`src/rtl/clock_timekeeper_if.sv`:
```
// Command/status bundle between the watch mode machine and the timekeeper.
// The master drives edit commands and field selects; the slave returns BCD time, tick and blanking.
interface clock_timekeeper_if;
  logic       sec_reset;
  logic       min_inc;
  logic       hour_inc;
  logic       sec_onoff;
  logic       min_onoff;
  logic       hour_onoff;
  logic [7:0] sec_bcd;
  logic [7:0] min_bcd;
  logic [7:0] hour_bcd;
  logic       tick_1hz;
  logic       sec_blank;
  logic       min_blank;
  logic       hour_blank;

  modport master (
    output sec_reset, min_inc, hour_inc, sec_onoff, min_onoff, hour_onoff,
    input  sec_bcd, min_bcd, hour_bcd, tick_1hz, sec_blank, min_blank, hour_blank
  );

  modport slave (
    input  sec_reset, min_inc, hour_inc, sec_onoff, min_onoff, hour_onoff,
    output sec_bcd, min_bcd, hour_bcd, tick_1hz, sec_blank, min_blank, hour_blank
  );
endinterface

```
`src/rtl/clock_timekeeper.sv`:
```
// Watch timekeeper: 1 Hz prescaler, BCD hh:mm:ss chain with edit commands.
// Optional field blinking is compiled in when the BLINK_EN macro is defined.
module clock_timekeeper #(
  parameter int PRESCALE = 1000
`ifdef BLINK_EN
  ,
  parameter int BLINK_HALF = PRESCALE / 2
`endif
) (
  input logic               ck,
  input logic               sysreset,
  clock_timekeeper_if.slave bus
);
  localparam int            PW         = $clog2(PRESCALE);
  localparam logic [PW-1:0] PRESC_LAST = PW'(PRESCALE - 1);

  logic [PW-1:0] r_presc;
  logic [PW-1:0] w_presc_nxt;
  logic [7:0]    r_sec;
  logic [7:0]    r_min;
  logic [7:0]    r_hour;
  logic [7:0]    w_sec_nxt;
  logic [7:0]    w_min_nxt;
  logic [7:0]    w_hour_nxt;
  logic          r_sec_reset_d;
  logic          r_min_inc_d;
  logic          r_hour_inc_d;
  logic          w_sec_fire;
  logic          w_min_fire;
  logic          w_hour_fire;
  logic          w_tick;
  logic          w_sec_carry;
  logic          w_min_carry;
  logic [8:0]    w_sec_inc;
  logic [8:0]    w_min_inc;
  logic [8:0]    w_hour_inc;

  // Returns {wrap, next}: wraps to 00 at tens_max/units_max, else per-digit BCD +1.
  function automatic logic [8:0] bcd_inc(input logic [7:0] v,
                                         input logic [3:0] tens_max,
                                         input logic [3:0] units_max);
    logic [8:0] res;
    if ((v[7:4] == tens_max) && (v[3:0] == units_max)) begin
      res = {1'b1, 8'h00};
    end else if (v[3:0] == 4'd9) begin
      res = {1'b0, v[7:4] + 4'd1, 4'd0};
    end else begin
      res = {1'b0, v[7:4], v[3:0] + 4'd1};
    end
    return res;
  endfunction

  assign w_sec_fire  = bus.sec_reset & ~r_sec_reset_d;
  assign w_min_fire  = bus.min_inc & ~r_min_inc_d;
  assign w_hour_fire = bus.hour_inc & ~r_hour_inc_d;
  assign w_tick      = (r_presc == PRESC_LAST) & ~bus.sec_onoff;
  assign w_sec_inc   = bcd_inc(r_sec, 4'd5, 4'd9);
  assign w_min_inc   = bcd_inc(r_min, 4'd5, 4'd9);
  assign w_hour_inc  = bcd_inc(r_hour, 4'd2, 4'd3);

  // Next-state for prescaler and counter chain; an edit on a field replaces any carry into it.
  always_comb begin
    w_presc_nxt = r_presc;
    w_sec_nxt   = r_sec;
    w_min_nxt   = r_min;
    w_hour_nxt  = r_hour;
    w_sec_carry = w_tick & w_sec_inc[8] & ~w_sec_fire;
    w_min_carry = w_sec_carry & w_min_inc[8] & ~w_min_fire;

    if (bus.sec_onoff || w_sec_fire) begin
      w_presc_nxt = '0;
    end else if (r_presc == PRESC_LAST) begin
      w_presc_nxt = '0;
    end else begin
      w_presc_nxt = r_presc + PW'(1);
    end

    if (w_sec_fire) begin
      w_sec_nxt = 8'h00;
    end else if (w_tick) begin
      w_sec_nxt = w_sec_inc[7:0];
    end else begin
      w_sec_nxt = r_sec;
    end

    if (w_min_fire || w_sec_carry) begin
      w_min_nxt = w_min_inc[7:0];
    end else begin
      w_min_nxt = r_min;
    end

    if (w_hour_fire || w_min_carry) begin
      w_hour_nxt = w_hour_inc[7:0];
    end else begin
      w_hour_nxt = r_hour;
    end
  end

  // Time, prescaler and command history registers.
  always_ff @(posedge ck or posedge sysreset) begin
    if (sysreset) begin
      r_presc       <= '0;
      r_sec         <= 8'h00;
      r_min         <= 8'h00;
      r_hour        <= 8'h00;
      r_sec_reset_d <= 1'b0;
      r_min_inc_d   <= 1'b0;
      r_hour_inc_d  <= 1'b0;
    end else begin
      r_presc       <= w_presc_nxt;
      r_sec         <= w_sec_nxt;
      r_min         <= w_min_nxt;
      r_hour        <= w_hour_nxt;
      r_sec_reset_d <= bus.sec_reset;
      r_min_inc_d   <= bus.min_inc;
      r_hour_inc_d  <= bus.hour_inc;
    end
  end

  assign bus.sec_bcd  = r_sec;
  assign bus.min_bcd  = r_min;
  assign bus.hour_bcd = r_hour;
  assign bus.tick_1hz = w_tick;

`ifdef BLINK_EN
  localparam int BW = (BLINK_HALF > 1) ? $clog2(BLINK_HALF) : 1;

  logic [BW-1:0] r_blink_cnt;
  logic          r_blink_phase;
  logic          w_blink_clr;

  // Restart blinking from the visible phase after an edit or when nothing is selected.
  assign w_blink_clr = w_sec_fire | w_min_fire | w_hour_fire |
                       ~(bus.sec_onoff | bus.min_onoff | bus.hour_onoff);

  // Blink half-period counter and phase toggle.
  always_ff @(posedge ck or posedge sysreset) begin
    if (sysreset) begin
      r_blink_cnt   <= '0;
      r_blink_phase <= 1'b0;
    end else if (w_blink_clr) begin
      r_blink_cnt   <= '0;
      r_blink_phase <= 1'b0;
    end else if (r_blink_cnt == BW'(BLINK_HALF - 1)) begin
      r_blink_cnt   <= '0;
      r_blink_phase <= ~r_blink_phase;
    end else begin
      r_blink_cnt   <= r_blink_cnt + BW'(1);
      r_blink_phase <= r_blink_phase;
    end
  end

  assign bus.sec_blank  = bus.sec_onoff & r_blink_phase;
  assign bus.min_blank  = bus.min_onoff & r_blink_phase;
  assign bus.hour_blank = bus.hour_onoff & r_blink_phase;
`else
  assign bus.sec_blank  = 1'b0;
  assign bus.min_blank  = 1'b0;
  assign bus.hour_blank = 1'b0;
`endif
endmodule

```
`src/flat_wrapper.sv`:
```
// flat-port wrapper written by rule: the top's interface ports become plain ports
module clock_timekeeper_flat 
#(
  parameter int PRESCALE = 1000

)
  (ck, sysreset, bus_sec_reset, bus_min_inc, bus_hour_inc, bus_sec_onoff, bus_min_onoff, bus_hour_onoff, bus_sec_bcd, bus_min_bcd, bus_hour_bcd, bus_tick_1hz, bus_sec_blank, bus_min_blank, bus_hour_blank);
  clock_timekeeper_if bus_i ();
  input logic ck;
  input logic sysreset;
  input wire logic [$bits(bus_i.sec_reset)-1:0] bus_sec_reset;
  input wire logic [$bits(bus_i.min_inc)-1:0] bus_min_inc;
  input wire logic [$bits(bus_i.hour_inc)-1:0] bus_hour_inc;
  input wire logic [$bits(bus_i.sec_onoff)-1:0] bus_sec_onoff;
  input wire logic [$bits(bus_i.min_onoff)-1:0] bus_min_onoff;
  input wire logic [$bits(bus_i.hour_onoff)-1:0] bus_hour_onoff;
  output wire logic [$bits(bus_i.sec_bcd)-1:0] bus_sec_bcd;
  output wire logic [$bits(bus_i.min_bcd)-1:0] bus_min_bcd;
  output wire logic [$bits(bus_i.hour_bcd)-1:0] bus_hour_bcd;
  output wire logic [$bits(bus_i.tick_1hz)-1:0] bus_tick_1hz;
  output wire logic [$bits(bus_i.sec_blank)-1:0] bus_sec_blank;
  output wire logic [$bits(bus_i.min_blank)-1:0] bus_min_blank;
  output wire logic [$bits(bus_i.hour_blank)-1:0] bus_hour_blank;
  assign bus_i.sec_reset = bus_sec_reset;
  assign bus_i.min_inc = bus_min_inc;
  assign bus_i.hour_inc = bus_hour_inc;
  assign bus_i.sec_onoff = bus_sec_onoff;
  assign bus_i.min_onoff = bus_min_onoff;
  assign bus_i.hour_onoff = bus_hour_onoff;
  assign bus_sec_bcd = bus_i.sec_bcd;
  assign bus_min_bcd = bus_i.min_bcd;
  assign bus_hour_bcd = bus_i.hour_bcd;
  assign bus_tick_1hz = bus_i.tick_1hz;
  assign bus_sec_blank = bus_i.sec_blank;
  assign bus_min_blank = bus_i.min_blank;
  assign bus_hour_blank = bus_i.hour_blank;
  clock_timekeeper #(.PRESCALE(PRESCALE)) u_core (.ck(ck), .sysreset(sysreset), .bus(bus_i));
endmodule
```
`config.mk`:
```
export PLATFORM = sky130hd
export DESIGN_NAME = clock_timekeeper_flat
export DESIGN_NICKNAME = d
export VERILOG_FILES = /design/src/rtl/clock_timekeeper_if.sv /design/src/rtl/clock_timekeeper.sv /design/src/flat_wrapper.sv
export SDC_FILE = /design/constraint.sdc
export NUM_CORES = 1
export LEC_CHECK = 0
export CORE_ASPECT_RATIO = 1.4
export CORE_UTILIZATION = 30
export CTS_CLUSTER_DIAMETER = 40
export DETAILED_ROUTE_END_ITERATION = 6
export PLACE_DENSITY = 0.54
export SLEW_MARGIN = 15
export SYNTH_ARGS = -nofsm -noshare
export SYNTH_HDL_FRONTEND = slang
export SYNTH_SLANG_ARGS = --single-unit
```
`constraint.sdc`:
```
create_clock -name ck -period 5.3 [get_ports ck]
set_input_delay 1.59 -clock ck [delete_from_list [all_inputs] [get_ports ck]]
set_output_delay 1.59 -clock ck [all_outputs]
set_load 0.005 [all_outputs]
```
==> results.yml <==
sta:
  fmax_mhz: 217
  slew_viol_final: 0
  fin_crit_sh: 0.871
  fin_ws_ns: 0.685
  tns_ns: 0
  finalHoldViolations: 0
  rsz0062_at_grt: "no"
  final.min_clock_period_ns: 4.62
  setup_viol: 0
  clock_skew_ns: 0.00707
route:
  dr_total_vias: 1477
  drcViolationCount: 0
  wirelength_mm: 3.76
  drt_iter0_markers: 46
  viasPerCell: 4.84
  firstDrtPassIters: 6
  antenna_left: 0
  wl_per_cell_um: 12.3
worst_setup_path:
  cp.arrival_ns: 3.03
  endpoint_kind: "output port"
  critPathKind: "in -> out"
  max_stage_delay_ns: 0.57
  crit_path_cell_trace: "clkdlybuf4s50_1 > nor4_2 > clkdlybuf4s50_1"
  cp_top_family: "buffers and inverters"
  crit_fanout: 4
  cp_slowest_cell: "clkdlybuf4s50_1"
  cp.required_ns: 3.71
  cp-start-kind: "primary input"
  crit_top_cell: "clkdlybuf4s50_1"
  cp_num_buf_inv: 2
clock_network:
  cts_max_path_buffers: 2
  clk_latency_ns: 0.28
  cts_root_buf: "clkbuf_8"
  cts_hold_buf: 0
  cts_setup_buffers: 0
  numCtsBuffers: 5
  cts-resized-gates: 0
  cts_tree: "yes"
  cts_htree_levels: 2
  path_clk_slew_ns: 0.07
  cts.sinks: 37
grt:
  grt_max_degree: 38
  grt_pass1_wl_mm: 6.56
  overflow: 0
  grt_pass1_vias: 1445
  gr-usage-all-layers: 0.118
  antenna_found_initial: 0
final_layout:
  antenna_cells: 0
  final_area_um2: 2480
  drive_gt1_frac: 0.117
  area_delta_synth_final_pct: 22.0
  utilization: 0.378
  nNetsFinal: 253
  fillers: 663
placed_design:
  gp_congestion: 0.704
  placedInstanceArea_um2: 2410
  io_buffers: 30
  dp_hpwl_mm: 2.68
  dp_slack_ns: 0.694
power:
  power_density_nw_per_um2: 354
  ir_worst_vdd_mv: 0.121
  p_leak_uw: 0.00109
  p_total_uw: 877
floorplanning:
  die_h_um: 99.4
  coreArea_um2: 6570
  rows: 35
  initial_core_util: 0.309
  die_area_um2: 7110
  io_pins: 36
  die_w_um: 71.6
synthesis:
  yosys-top-cells-count: "dfrtp_1 (37), nor2_1 (23), nand2_1 (16), ha_1 (13), nand3_1 (12)"
  synth_top_cell_by_area: "dfrtp_1"
  ys_ff_latch: 37
  ys.flop_type: "dfrtp_1"
  synth_edf_count: 0
  ys_types: 45
  synth_area_per_cell_um2: 10.3
  yosys_warnings: 0
  yosysSeqAreaShare: 0.456
  yosysMostFrequentCell: "dfrtp_1"
  async_flop_share: 1.00
  syn_area_um2: 2030
  syn-instance-count: 197
  synth_top_area_share: 0.456
  synth.area.top_cells: "dfrtp_1 (46%), ha_1 (8.0%), nor2_1 (4.2%)"
job:
  drv_cap: 0
worst_hold_path:
  hold_class: "reg -> reg"
run_status:
  status: "complete, no violations"
## logic make-up after synthesis
| group | Yosys count | share of synthesized area |
|---|---|---|
| XOR/XNOR | 10 | 0.0431 |
| AND/OR/NAND/NOR | 85 | 0.246 |
| buffers and inverters | 17 | 0.0406 |
| AO/OA/AOI/OAI | 25 | 0.0862 |
| flip-flops | 37 | 0.456 |
| adder cells (fa/ha/maj) | 13 | 0.0801 |
| multiplexers | 9 | 0.0468 |
| other | 1 | 0.00185 |
## report_power, final
group	total (uW)	switching [uW]	internal, uW
registers	418	78.4	340
clock network	182	95.5	86.5
logic	276	102	174
total	877	276	601
## through the flow
step	cells	hold slack [ns]
floorplan	199	0.455
global placement	299	0.481
detailed placement	299	0.490
CTS	305	0.499
global route	305	0.512
finish	305	0.498
## worst register-to-register path: stages (launching register included)
cell	delay, ns
dfrtp_1	0.40
ha_1	0.23
nand2_1	0.17
nor4_4	0.45
a31oi_2	0.29
or4b_1	0.55
nand3_1	0.09
## cells in the final DEF, fill, tap and decap left out, types with 5 or more instances in the layout
cell,instances
clkdlybuf4s50_1,30
nor2_1,23
clkbuf_8,5
and2b_2,6
a21oi_1,6
o21ai_0,5
ha_1,13
mux2i_1,5
nand2_1,16
dfrtp_1,37
xor2_1,6
inv_1,11
nand3_1,12
## final timing paths
check                                        from                     end  slack (ns)  cells past startpoint
setup / recovery                    bus_sec_onoff            bus_tick_1hz        0.68                      3
setup reg to reg                u_core.r_presc[0]  u_core.bus.hour_bcd[3]        3.07                      6
min in group asynchronous                sysreset  u_core.bus.hour_bcd[5]        1.72                      3
max in group asynchronous                sysreset       u_core.r_presc[4]        3.24                      3
hold / removal             u_core.bus.hour_bcd[7]  u_core.bus.hour_bcd[7]        0.50                      1
hold reg to reg            u_core.bus.hour_bcd[7]  u_core.bus.hour_bcd[7]        0.50                      1
## registers in the layout (all words and copies together) (netlist names)
name	count
u_core.r_sec_reset_d	1
u_core.r_hour_inc_d	1
u_core.bus.sec_bcd	8
u_core.r_min_inc_d	1
u_core.bus.min_bcd	8
u_core.r_presc	10
u_core.bus.hour_bcd	8
## area by class of cell
type	instances	area (um2)	area share
Multi-Input combinational cell	145	1030	0.416
Sequential cell	37	926	0.373
Timing Repair Buffer	32	315	0.127
Tap cell	74	92.6	0.0373
Clock buffer	5	68.8	0.0277
Inverter	11	41.3	0.0166
Clock inverter	1	5.00	0.00202
## per-layer routing
metal,share of wire,track usage
met1,0.45,0.139
met2,0.50,0.206
met3,0.028,0.0274
met4,0.018,0.0498
met5,0,0
No activity file was read; power rests on OpenSTA's default activity.
